[src/rtl/i2c_pkg.sv]
// Shared I2C slave definitions: widths, R/W bit encodings, FSM state enum
// and a 3-input majority helper used by the optional glitch filter.
package i2c_pkg;

    localparam int I2C_ADDR_W = 7;
    localparam int I2C_BYTE_W = 8;

    localparam logic RW_WRITE = 1'b0;
    localparam logic RW_READ  = 1'b1;

    typedef enum logic [2:0] {
        IDLE      = 3'd0,
        ADDR      = 3'd1,
        ADDR_ACK  = 3'd2,
        WR_BYTE   = 3'd3,
        WR_ACK    = 3'd4,
        RD_BYTE   = 3'd5,
        RD_ACK    = 3'd6,
        WAIT_STOP = 3'd7
    } state_t;

    function automatic logic maj3(input logic a, input logic b, input logic c);
        return (a & b) | (a & c) | (b & c);
    endfunction

endpackage

[src/rtl/i2c_sync_filter.sv]
// SCL/SDA front end: two-flop synchronisers, optional 3-sample majority
// filter (enabled by defining I2C_GLITCH_FILTER_EN), SCL edge and
// START/STOP detection. All flops reset to 1 so an idle bus is assumed.
module i2c_sync_filter
    import i2c_pkg::*;
(
    input  logic i_clk,
    input  logic i_rst,
    input  logic i_scl,
    input  logic i_sda,
    output logic o_sda,
    output logic o_scl_rise,
    output logic o_scl_fall,
    output logic o_start,
    output logic o_stop
);

    logic [1:0] r_scl_sync;
    logic [1:0] r_sda_sync;
    logic       r_scl_d;
    logic       r_sda_d;
    logic       w_scl;
    logic       w_sda;

    // Two-flop synchronisers for the asynchronous bus lines
    always_ff @(posedge i_clk) begin
        if (i_rst) begin
            r_scl_sync <= '1;
            r_sda_sync <= '1;
        end else begin
            r_scl_sync <= {r_scl_sync[0], i_scl};
            r_sda_sync <= {r_sda_sync[0], i_sda};
        end
    end

`ifdef I2C_GLITCH_FILTER_EN
    logic [1:0] r_scl_hist;
    logic [1:0] r_sda_hist;
    logic       r_scl_filt;
    logic       r_sda_filt;

    // Majority of the current and two previous samples; a 1-clk pulse never wins
    always_ff @(posedge i_clk) begin
        if (i_rst) begin
            r_scl_hist <= '1;
            r_sda_hist <= '1;
            r_scl_filt <= 1'b1;
            r_sda_filt <= 1'b1;
        end else begin
            r_scl_hist <= {r_scl_hist[0], r_scl_sync[1]};
            r_sda_hist <= {r_sda_hist[0], r_sda_sync[1]};
            r_scl_filt <= maj3(r_scl_sync[1], r_scl_hist[0], r_scl_hist[1]);
            r_sda_filt <= maj3(r_sda_sync[1], r_sda_hist[0], r_sda_hist[1]);
        end
    end

    assign w_scl = r_scl_filt;
    assign w_sda = r_sda_filt;
`else
    assign w_scl = r_scl_sync[1];
    assign w_sda = r_sda_sync[1];
`endif

    // Previous-cycle copies for edge and START/STOP detection
    always_ff @(posedge i_clk) begin
        if (i_rst) begin
            r_scl_d <= 1'b1;
            r_sda_d <= 1'b1;
        end else begin
            r_scl_d <= w_scl;
            r_sda_d <= w_sda;
        end
    end

    assign o_sda      = w_sda;
    assign o_scl_rise = w_scl & ~r_scl_d;
    assign o_scl_fall = ~w_scl & r_scl_d;
    assign o_start    = w_scl & r_scl_d & r_sda_d & ~w_sda;
    assign o_stop     = w_scl & r_scl_d & ~r_sda_d & w_sda;

endmodule

[src/rtl/i2c_slave_core.sv]
// I2C slave protocol engine: address match, write strobes, read requests
// and open-drain SDA control. Optional input glitch filter is selected by
// defining I2C_GLITCH_FILTER_EN (handled inside i2c_sync_filter).
module i2c_slave_core
    import i2c_pkg::*;
#(
    parameter logic [I2C_ADDR_W-1:0] SLAVE_ADDR = 7'h50
) (
    input  logic                  clk,
    input  logic                  rst,
    input  logic                  scl_i,
    input  logic                  sda_i,
    output logic                  sda_oe,
    output logic                  wr_valid,
    output logic [I2C_BYTE_W-1:0] wr_data,
    output logic                  wr_first,
    output logic                  rd_req,
    input  logic [I2C_BYTE_W-1:0] rd_data,
    output logic                  busy
);

    logic w_sda;
    logic w_scl_rise;
    logic w_scl_fall;
    logic w_start;
    logic w_stop;

    i2c_sync_filter u_sync (
        .i_clk      (clk),
        .i_rst      (rst),
        .i_scl      (scl_i),
        .i_sda      (sda_i),
        .o_sda      (w_sda),
        .o_scl_rise (w_scl_rise),
        .o_scl_fall (w_scl_fall),
        .o_start    (w_start),
        .o_stop     (w_stop)
    );

    state_t                r_state,      w_state_nxt;
    logic [3:0]            r_bitcnt,     w_bitcnt_nxt;
    logic [I2C_BYTE_W-1:0] r_shift,      w_shift_nxt;
    logic [I2C_BYTE_W-1:0] r_tx,         w_tx_nxt;
    logic [I2C_BYTE_W-1:0] r_wr_data,    w_wr_data_nxt;
    logic                  r_rw,         w_rw_nxt;
    logic                  r_first_pend, w_first_pend_nxt;
    logic                  r_mack,       w_mack_nxt;
    logic                  r_sda_oe,     w_sda_oe_nxt;
    logic                  r_wr_valid,   w_wr_valid_nxt;
    logic                  r_wr_first,   w_wr_first_nxt;
    logic                  r_rd_req,     w_rd_req_nxt;
    logic                  r_busy,       w_busy_nxt;
    logic                  r_load;

    // State and datapath registers; r_load marks the cycle rd_data is valid
    always_ff @(posedge clk) begin
        if (rst) begin
            r_state      <= IDLE;
            r_bitcnt     <= '0;
            r_shift      <= '0;
            r_tx         <= '0;
            r_wr_data    <= '0;
            r_rw         <= 1'b0;
            r_first_pend <= 1'b0;
            r_mack       <= 1'b0;
            r_sda_oe     <= 1'b0;
            r_wr_valid   <= 1'b0;
            r_wr_first   <= 1'b0;
            r_rd_req     <= 1'b0;
            r_busy       <= 1'b0;
            r_load       <= 1'b0;
        end else begin
            r_state      <= w_state_nxt;
            r_bitcnt     <= w_bitcnt_nxt;
            r_shift      <= w_shift_nxt;
            r_tx         <= w_tx_nxt;
            r_wr_data    <= w_wr_data_nxt;
            r_rw         <= w_rw_nxt;
            r_first_pend <= w_first_pend_nxt;
            r_mack       <= w_mack_nxt;
            r_sda_oe     <= w_sda_oe_nxt;
            r_wr_valid   <= w_wr_valid_nxt;
            r_wr_first   <= w_wr_first_nxt;
            r_rd_req     <= w_rd_req_nxt;
            r_busy       <= w_busy_nxt;
            r_load       <= r_rd_req;
        end
    end

    // Next-state and output logic; START/STOP override any coincident SCL edge
    always_comb begin
        w_state_nxt      = r_state;
        w_bitcnt_nxt     = r_bitcnt;
        w_shift_nxt      = r_shift;
        w_tx_nxt         = r_tx;
        w_wr_data_nxt    = r_wr_data;
        w_rw_nxt         = r_rw;
        w_first_pend_nxt = r_first_pend;
        w_mack_nxt       = r_mack;
        w_sda_oe_nxt     = r_sda_oe;
        w_wr_valid_nxt   = 1'b0;
        w_wr_first_nxt   = r_wr_first;
        w_rd_req_nxt     = 1'b0;
        w_busy_nxt       = r_busy;

        if (w_start) begin
            w_state_nxt  = ADDR;
            w_bitcnt_nxt = '0;
            w_sda_oe_nxt = 1'b0;
            w_mack_nxt   = 1'b0;
        end else if (w_stop) begin
            w_state_nxt  = IDLE;
            w_bitcnt_nxt = '0;
            w_sda_oe_nxt = 1'b0;
            w_busy_nxt   = 1'b0;
        end else begin
            case (r_state)
                IDLE, WAIT_STOP: begin
                end
                ADDR: begin
                    if (w_scl_rise) begin
                        w_shift_nxt  = {r_shift[I2C_BYTE_W-2:0], w_sda};
                        w_bitcnt_nxt = r_bitcnt + 4'd1;
                    end else if (w_scl_fall && r_bitcnt == 4'd8) begin
                        w_bitcnt_nxt = '0;
                        if (r_shift[I2C_BYTE_W-1:1] == SLAVE_ADDR) begin
                            w_state_nxt  = ADDR_ACK;
                            w_sda_oe_nxt = 1'b1;
                            w_busy_nxt   = 1'b1;
                            w_rw_nxt     = r_shift[0];
                        end else begin
                            w_state_nxt  = WAIT_STOP;
                            w_sda_oe_nxt = 1'b0;
                            w_busy_nxt   = 1'b0;
                        end
                    end
                end
                ADDR_ACK: begin
                    if (w_scl_fall) begin
                        w_sda_oe_nxt = 1'b0;
                        w_bitcnt_nxt = '0;
                        if (r_rw == RW_READ) begin
                            w_state_nxt  = RD_BYTE;
                            w_rd_req_nxt = 1'b1;
                        end else begin
                            w_state_nxt      = WR_BYTE;
                            w_first_pend_nxt = 1'b1;
                        end
                    end
                end
                WR_BYTE: begin
                    if (w_scl_rise) begin
                        w_shift_nxt  = {r_shift[I2C_BYTE_W-2:0], w_sda};
                        w_bitcnt_nxt = r_bitcnt + 4'd1;
                    end else if (w_scl_fall && r_bitcnt == 4'd8) begin
                        w_wr_valid_nxt   = 1'b1;
                        w_wr_data_nxt    = r_shift;
                        w_wr_first_nxt   = r_first_pend;
                        w_first_pend_nxt = 1'b0;
                        w_sda_oe_nxt     = 1'b1;
                        w_bitcnt_nxt     = '0;
                        w_state_nxt      = WR_ACK;
                    end
                end
                WR_ACK: begin
                    if (w_scl_fall) begin
                        w_sda_oe_nxt = 1'b0;
                        w_state_nxt  = WR_BYTE;
                    end
                end
                RD_BYTE: begin
                    // Data arrives two cycles after the SCL fall that raised rd_req;
                    // SCL is still low then, so the MSB is set up in time.
                    if (r_load) begin
                        w_tx_nxt     = rd_data;
                        w_sda_oe_nxt = ~rd_data[I2C_BYTE_W-1];
                    end else if (w_scl_fall) begin
                        if (r_bitcnt == 4'd7) begin
                            w_sda_oe_nxt = 1'b0;
                            w_bitcnt_nxt = '0;
                            w_mack_nxt   = 1'b0;
                            w_state_nxt  = RD_ACK;
                        end else begin
                            w_tx_nxt     = {r_tx[I2C_BYTE_W-2:0], 1'b0};
                            w_sda_oe_nxt = ~r_tx[I2C_BYTE_W-2];
                            w_bitcnt_nxt = r_bitcnt + 4'd1;
                        end
                    end
                end
                RD_ACK: begin
                    if (w_scl_rise) begin
                        if (w_sda) w_state_nxt = WAIT_STOP;
                        else       w_mack_nxt  = 1'b1;
                    end else if (w_scl_fall && r_mack) begin
                        w_rd_req_nxt = 1'b1;
                        w_mack_nxt   = 1'b0;
                        w_state_nxt  = RD_BYTE;
                    end
                end
                default: w_state_nxt = IDLE;
            endcase
        end
    end

    assign sda_oe   = r_sda_oe;
    assign wr_valid = r_wr_valid;
    assign wr_data  = r_wr_data;
    assign wr_first = r_wr_first;
    assign rd_req   = r_rd_req;
    assign busy     = r_busy;

endmodule
[config.mk]
export PLATFORM = sky130hd
export DESIGN_NAME = i2c_slave_core
export DESIGN_NICKNAME = d
export VERILOG_FILES = /design/src/rtl/i2c_pkg.sv /design/src/rtl/i2c_sync_filter.sv /design/src/rtl/i2c_slave_core.sv
export SDC_FILE = /design/constraint.sdc
export NUM_CORES = 1
export LEC_CHECK = 0
export ABC_AREA = 1
export ABC_CLOCK_PERIOD_IN_PS = 1900
export BUFFER_PORTS_ARGS = -buffer_cell sky130_fd_sc_hd__buf_2
export CAP_MARGIN = 0
export CORE_ASPECT_RATIO = 1.25
export CORE_UTILIZATION = 40
export DETAILED_ROUTE_END_ITERATION = 6
export HOLD_SLACK_MARGIN = 0.15
export PLACE_DENSITY = 0.56
export RECOVER_POWER = 50
export SLEW_MARGIN = 20
export SYNTH_ARGS = -nofsm -noshare
export SYNTH_HDL_FRONTEND = slang
export SYNTH_SLANG_ARGS = --single-unit
[constraint.sdc]
create_clock -name clk -period 1.9 [get_ports clk]
set_clock_uncertainty 0.05 [all_clocks]
set_input_delay 0.38 -clock clk [delete_from_list [all_inputs] [get_ports clk]]
set_output_delay 0.38 -clock clk [all_outputs]
set_load 0.03 [all_outputs]
# ---- Word-level counts from Yosys, hierarchy flattened
# Cells that the tools add are included.
dict set report op_classes {
  n_addsub 1
  n_eq_ne 38
  mux 57
  bitwise 17
  n_reduce_logical 27
}
# cell n
set ops {}
lappend ops {{$mux 3} 14}
lappend ops {{$mux 1} 28}
lappend ops {{$ne 4x2->1 const B} 7}
lappend ops {{$mux 4} 6}
lappend ops {{$ne 2x2->1 const B} 12}
lappend ops {{$reduce_and 12->1} 2}
lappend ops {{$mux 7} 3}
lappend ops {{$reduce_and 7->1} 3}
lappend ops {{$pmux 3 s6} 1}
lappend ops {{$reduce_and 5->1} 3}
lappend ops {{$pmux 4 s3} 1}
lappend ops {{$not 1->1} 10}
lappend ops {{$reduce_bool 2->1} 5}
lappend ops {{$eq 3x3->1 const B} 3}
lappend ops {{$ne 3x3->1 const B} 3}
lappend ops {{$ne 4x4->1 const B} 2}
lappend ops {{$reduce_and 4->1} 2}
lappend ops {{$reduce_bool 8->1} 1}
lappend ops {{$and 1x1->1} 7}
lappend ops {{$eq 7x7->1 const B} 1}
lappend ops {{$eq 3x2->1 const B} 2}
lappend ops {{$pmux 1 s2} 3}
lappend ops {{$reduce_and 6->1} 1}
lappend ops {{$reduce_bool 6->1} 1}
lappend ops {{other kinds (16)} 19}
dict set report word_totals {
  regBits 45
  in_bits 12
  wordCells 159
}

# ---- Depth between registers and ports, before layout
dict set report logic_depth {
  ltp_word 8
  ltp_mapped 12
}

# ---- Modules after synthesis
# Synthesis repeated with hierarchy kept, for this count alone.
dict set report unflattened {
  hier_cells 324
  area_unflattened_um2 2242.2
}
# module n_inst cells_each area_each_um2 seq_area_each_um2
set by_module_without_submodules {}
lappend by_module_without_submodules {i2c_slave_core 1 300 2044.5 780.7}
lappend by_module_without_submodules {i2c_sync_filter 1 24 197.7 120.1}

# ---- Worst setup path after synthesis
# No wires, ideal clock.
dict set report synth_timing {
  path_type {flip-flop to flip-flop}
  startpoint {register r_bitcnt[0]}
  endpoint {register r_state[0]}
  setup_time_ps 115
  t_arrival_ps 1274
  path_slack_ps 461
  stages_incl_launch_ff 11
  period_less_slack_ps 1439
  path_cell_list {dfxtp_1 ha_1 nand2_1 nor2_1 inv_1 nand2_1 nand2_1 nor2_1 nand2_1 a21oi_1 nor2_1}
}
dict set report synth_between {
  elab_chain_len 4
  word_cells_on_any_way 7
}
# element line_no
set synth_lines {}
lappend synth_lines {{from (decl)} i2c_slave_core.sv:41} ;# logic [3:0] r_bitcnt, w_bitcnt_nxt;
lappend synth_lines {{from (signal assigned)} i2c_slave_core.sv:74} ;# r_bitcnt <= w_bitcnt_nxt;
lappend synth_lines {{$eq 4x4->1} {i2c_slave_core.sv:124, i2c_slave_core.sv:155}}
lappend synth_lines {{$logic_and 1x1->1} {i2c_slave_core.sv:124, i2c_slave_core.sv:155}}
lappend synth_lines {{$ne 4x2->1 (no source line)} -}
lappend synth_lines {{$reduce_and 12->1 (no source line) (*)} -}
lappend synth_lines {{to (signal assigned)} i2c_slave_core.sv:73} ;# r_state <= w_state_nxt;
lappend synth_lines {{to (decl)} i2c_slave_core.sv:40} ;# state_t r_state, w_state_nxt;
# Mark *: on every way between the ends. The rest lies on a longest branch, timed or not.
# A chain may end at the register's enable or synchronous reset.

# ---- Worst setup path after layout
dict set report layout_timing {
  startpoint {register r_bitcnt[1]}
  endpoint {register r_state[0]}
}
# Same word-level chain as after synthesis.

==> qor.csv <==
stage,metric,value,unit
outcome,status,completed,
worst_setup_path,Crit Path Max Fanout,4,
layout,diode count,0,
global_route,GR Util All Layers,20.34,%
detailed_routing,vias,1981,
detailed_routing,Initial DRC Count,68,
timing,min Tclk post-route,1.732,ns
floorplanning,Starting Density,41.67,%
worst_setup_path,crit path cell chain,ha_1 > nand2_1 > nor2_2 > inv_1 > nand2_1 > nand2_1 > nor2_1 > nand2_1 > a21oi_1 > nor2_1,
hold_path,hold crit path type,input port to flop,
layout,layout cells sized above 1,13.06,%
power_and_ir_drop,peak supply drop,0.0004918,V
cts,cts bufs inserted,5,
detailed_routing,DRC viols,0,
hold_path,worst min-delay path startpoint,sda_i,
synthesis,Synth top area share,42.55,%
detailed_routing,Routed Antenna Nets,0,
run,# Max-Cap Violations,0,
worst_setup_path,most frequent CP cell,nand2_1,
cts,TritonCTS clock tree,yes,
placed_design,pre-CTS setup slack,0.1253,ns
synthesis,Syn. warnings,0,
global_route,vias in the first global route,1901,
worst_setup_path,"slowest stage cell, crit path",dfxtp_1,
synthesis,top post-synthesis cells by area,"dfxtp_1 43%, nand2_1 11%, nor2_1 8.2%",
worst_setup_path,Top delay family on crit path,simple AND/OR/NAND/NOR gates,
detailed_routing,First-pass DRT Iterations,4,
floorplanning,Rows,29,
global_route,GRT overflow,0,
worst_setup_path,Critical Path Source,r_bitcnt[1],
layout,"commonest non-fill, non-tap cell in the layout",nand2_1,
floorplanning,core area,0.005080,mm^2
timing,Final setup viols,0,
detailed_routing,post-DR vias/cell,4.965,
timing,RSZ-0062 raised after global routing,no,
cts,clock latency on the worst-skew pair,0.30,ns
timing,fmax,577.4,MHz
worst_setup_path,WP buf/inv,1,
detailed_routing,WL/cell,12.59,um
cts,Bufs on Longest Clock Path,2,
cts,H-tree depth,2,
timing,PnR worst setup slack,0.1682,ns
global_route,antenna violations before repair,0,
placed_design,Final GP Congestion,0.9214,
synthesis,post-synth net total,321,
worst_setup_path,WP data required,2.05,ns
timing,Final Hold Fails,0,
worst_setup_path,Setup Crit Path Kind,flop to flop,
timing,measured slew at the worst slew-check pin,0.4857,ns
synthesis,synthesized area,0.002117,mm^2
global_route,first-pass GRT wire length,8638,um
placed_design,"Cell Area, Placed",0.002318,mm^2
synthesis,largest area contributor in the netlist,dfxtp_1,
floorplanning,die span in y,83.34,um
worst_setup_path,CP startpoint kind,flop,
power_and_ir_drop,power density over the cells,938.9,mW/mm^2
synthesis,#FFs+latches synth,45,
layout,synth-to-layout area growth,13.12,%
power_and_ir_drop,LEAKAGE,1.059,nW
cts,TritonCTS Sinks,45,
layout,"Non-Filler Cell Area, Final",0.002395,mm^2
synthesis,Synth Area per Inst,6.896,um^2
worst_setup_path,Worst path max stage delay,0.38,ns
placed_design,port bufs,24,
cts,"CTS clk-pin slew, worst paths",0.09,ns
worst_setup_path,reg2reg start,r_bitcnt[1],
synthesis,Cells after Synth,307,
floorplanning,Die X-Extent,67.07,um
global_route,largest net degree at the start of global routing,29,
timing,Pins Over Slew Limit,0,
synthesis,Yosys cell types,28,
timing,TNS Setup,0,ns
synthesis,"Seq/Total Area, Yosys",42.55,%
timing,Final period util,91.15,%
detailed_routing,"wirelength, routed",5022,um
layout,"commonest non-fill, non-tap cells in the layout","60 x nand2_1, 46 x nor2_1, 45 x dfxtp_1, 31 x inv_1, 26 x a21oi_1",
layout,fin nets,350,
worst_setup_path,critical path endpoint category,flop,
cts,Root Buffer,clkbuf_8,
floorplanning,Die Footprint,0.005589,mm^2
timing,max_slew headroom,67.62,%
placed_design,dpl hpwl,3859,um
floorplanning,I/O pin cnt,25,
cts,"Setup Fix Bufs, Post-CTS",0,
worst_setup_path,critical path data arrival time,1.88,ns
-- sequential cells by signal, summed over array words and instances (netlist names) --
name               count
u_sync.r_scl_d         1
wr_valid               1
wr_first               1
rd_req                 1
wr_data                8
busy                   1
sda_oe                 1
r_load                 1
r_mack                 1
r_first_pend           1
r_shift                8
r_rw                   1
u_sync.r_sda_sync      2
r_state                3
u_sync.r_sda_d         1
r_tx                   7
u_sync.r_scl_sync      2
r_bitcnt               4
-- final cells by class --
class	instances	area, um^2
Tap cell	62	77.57
Timing Repair Buffer	30	145.1
Clock inverter	2	13.76
Sequential cell	45	900.9
Inverter	37	138.9
Fill cell	549	2685
Clock buffer	6	82.58
Multi-Input combinational cell	217	1036
-- Yosys cell counts, drive strengths merged --
library cell,count
a211oi,1
nand4,7
a21boi,1
or2,4
o21ai,34
nand3,21
nand2,63
o211ai,1
xnor2,1
buf,5
nand3b,3
ha,2
a21oi,26
nor2,51
inv,37
clkbuf,3
nor3,2
dfxtp,45
-- per-layer routing --
metal	vias up	GRT usage [%]	wire [um]
met5	-	0	0
met4	0	8.704	74
met3	7	3.709	99
met2	23	33.73	2582
met1	901	24.91	2266
li1	1050	-	-
-- kinds of logic (layout without fill, tap and decap cells) --
kind of cell / count (synthesis) / count (layout) / share of synthesized area, %
buffers and inverters: 45 / 75 / 8.510
AOI/OAI and AO/OA: 63 / 63 / 15.25
adders and majority gates: 2 / 2 / 1.182
DFF: 45 / 45 / 42.55
xor gates and xnor gates: 1 / 1 / 0.4138
and+or+nand+nor: 151 / 151 / 32.09
-- final timing paths --
path         cells past startpoint                    to  slack, ns
max                             10            r_state[0]       0.17
min                              2  u_sync.r_sda_sync[0]       0.21
max reg2reg                     10            r_state[0]       0.17
min reg2reg                      1  u_sync.r_scl_sync[1]       0.37
-- power breakdown --
group          total (mW)  switching [mW]  internal [mW]
Clock               0.634           0.339          0.295
Combinational       0.577           0.395          0.182
Sequential           1.04          0.0504          0.987
Total                2.25           0.784           1.46
-- worst reg2reg max path: stages (launching register included) --
cell and delay (ns):
dfxtp_1 0.38, ha_1 0.19, nand2_1 0.09, nor2_2 0.14, inv_1 0.05, nand2_1 0.11
nand2_1 0.09, nor2_1 0.14, nand2_1 0.14, a21oi_1 0.19, nor2_1 0.06
-- per-stage QoR --
| stage | std cells | power (mW) | utilization, % | hold WS, ns |
|---|---|---|---|---|
| after CTS | 399 | 2.270 | 47.54 | 0.2045 |
| after global placement | 391 | 1.646 | 45.64 | 0.3511 |
| after floorplan | 307 | 1.503 | - | 0.3395 |
| final | 399 | 2.249 | 47.14 | 0.2115 |
| after global routing | 399 | 2.400 | 47.14 | 0.2147 |
| after detailed placement | 391 | 1.640 | 45.64 | 0.3470 |
-- repair_timing --
| action | in CTS | in global routing |
|---|---|---|
| hold buffers | 0 | 0 |
| gates resized for setup | 0 | 1 |
| endpoints found under the setup margin | 0 | 3 |
Power figures use the tool's default switching activity.
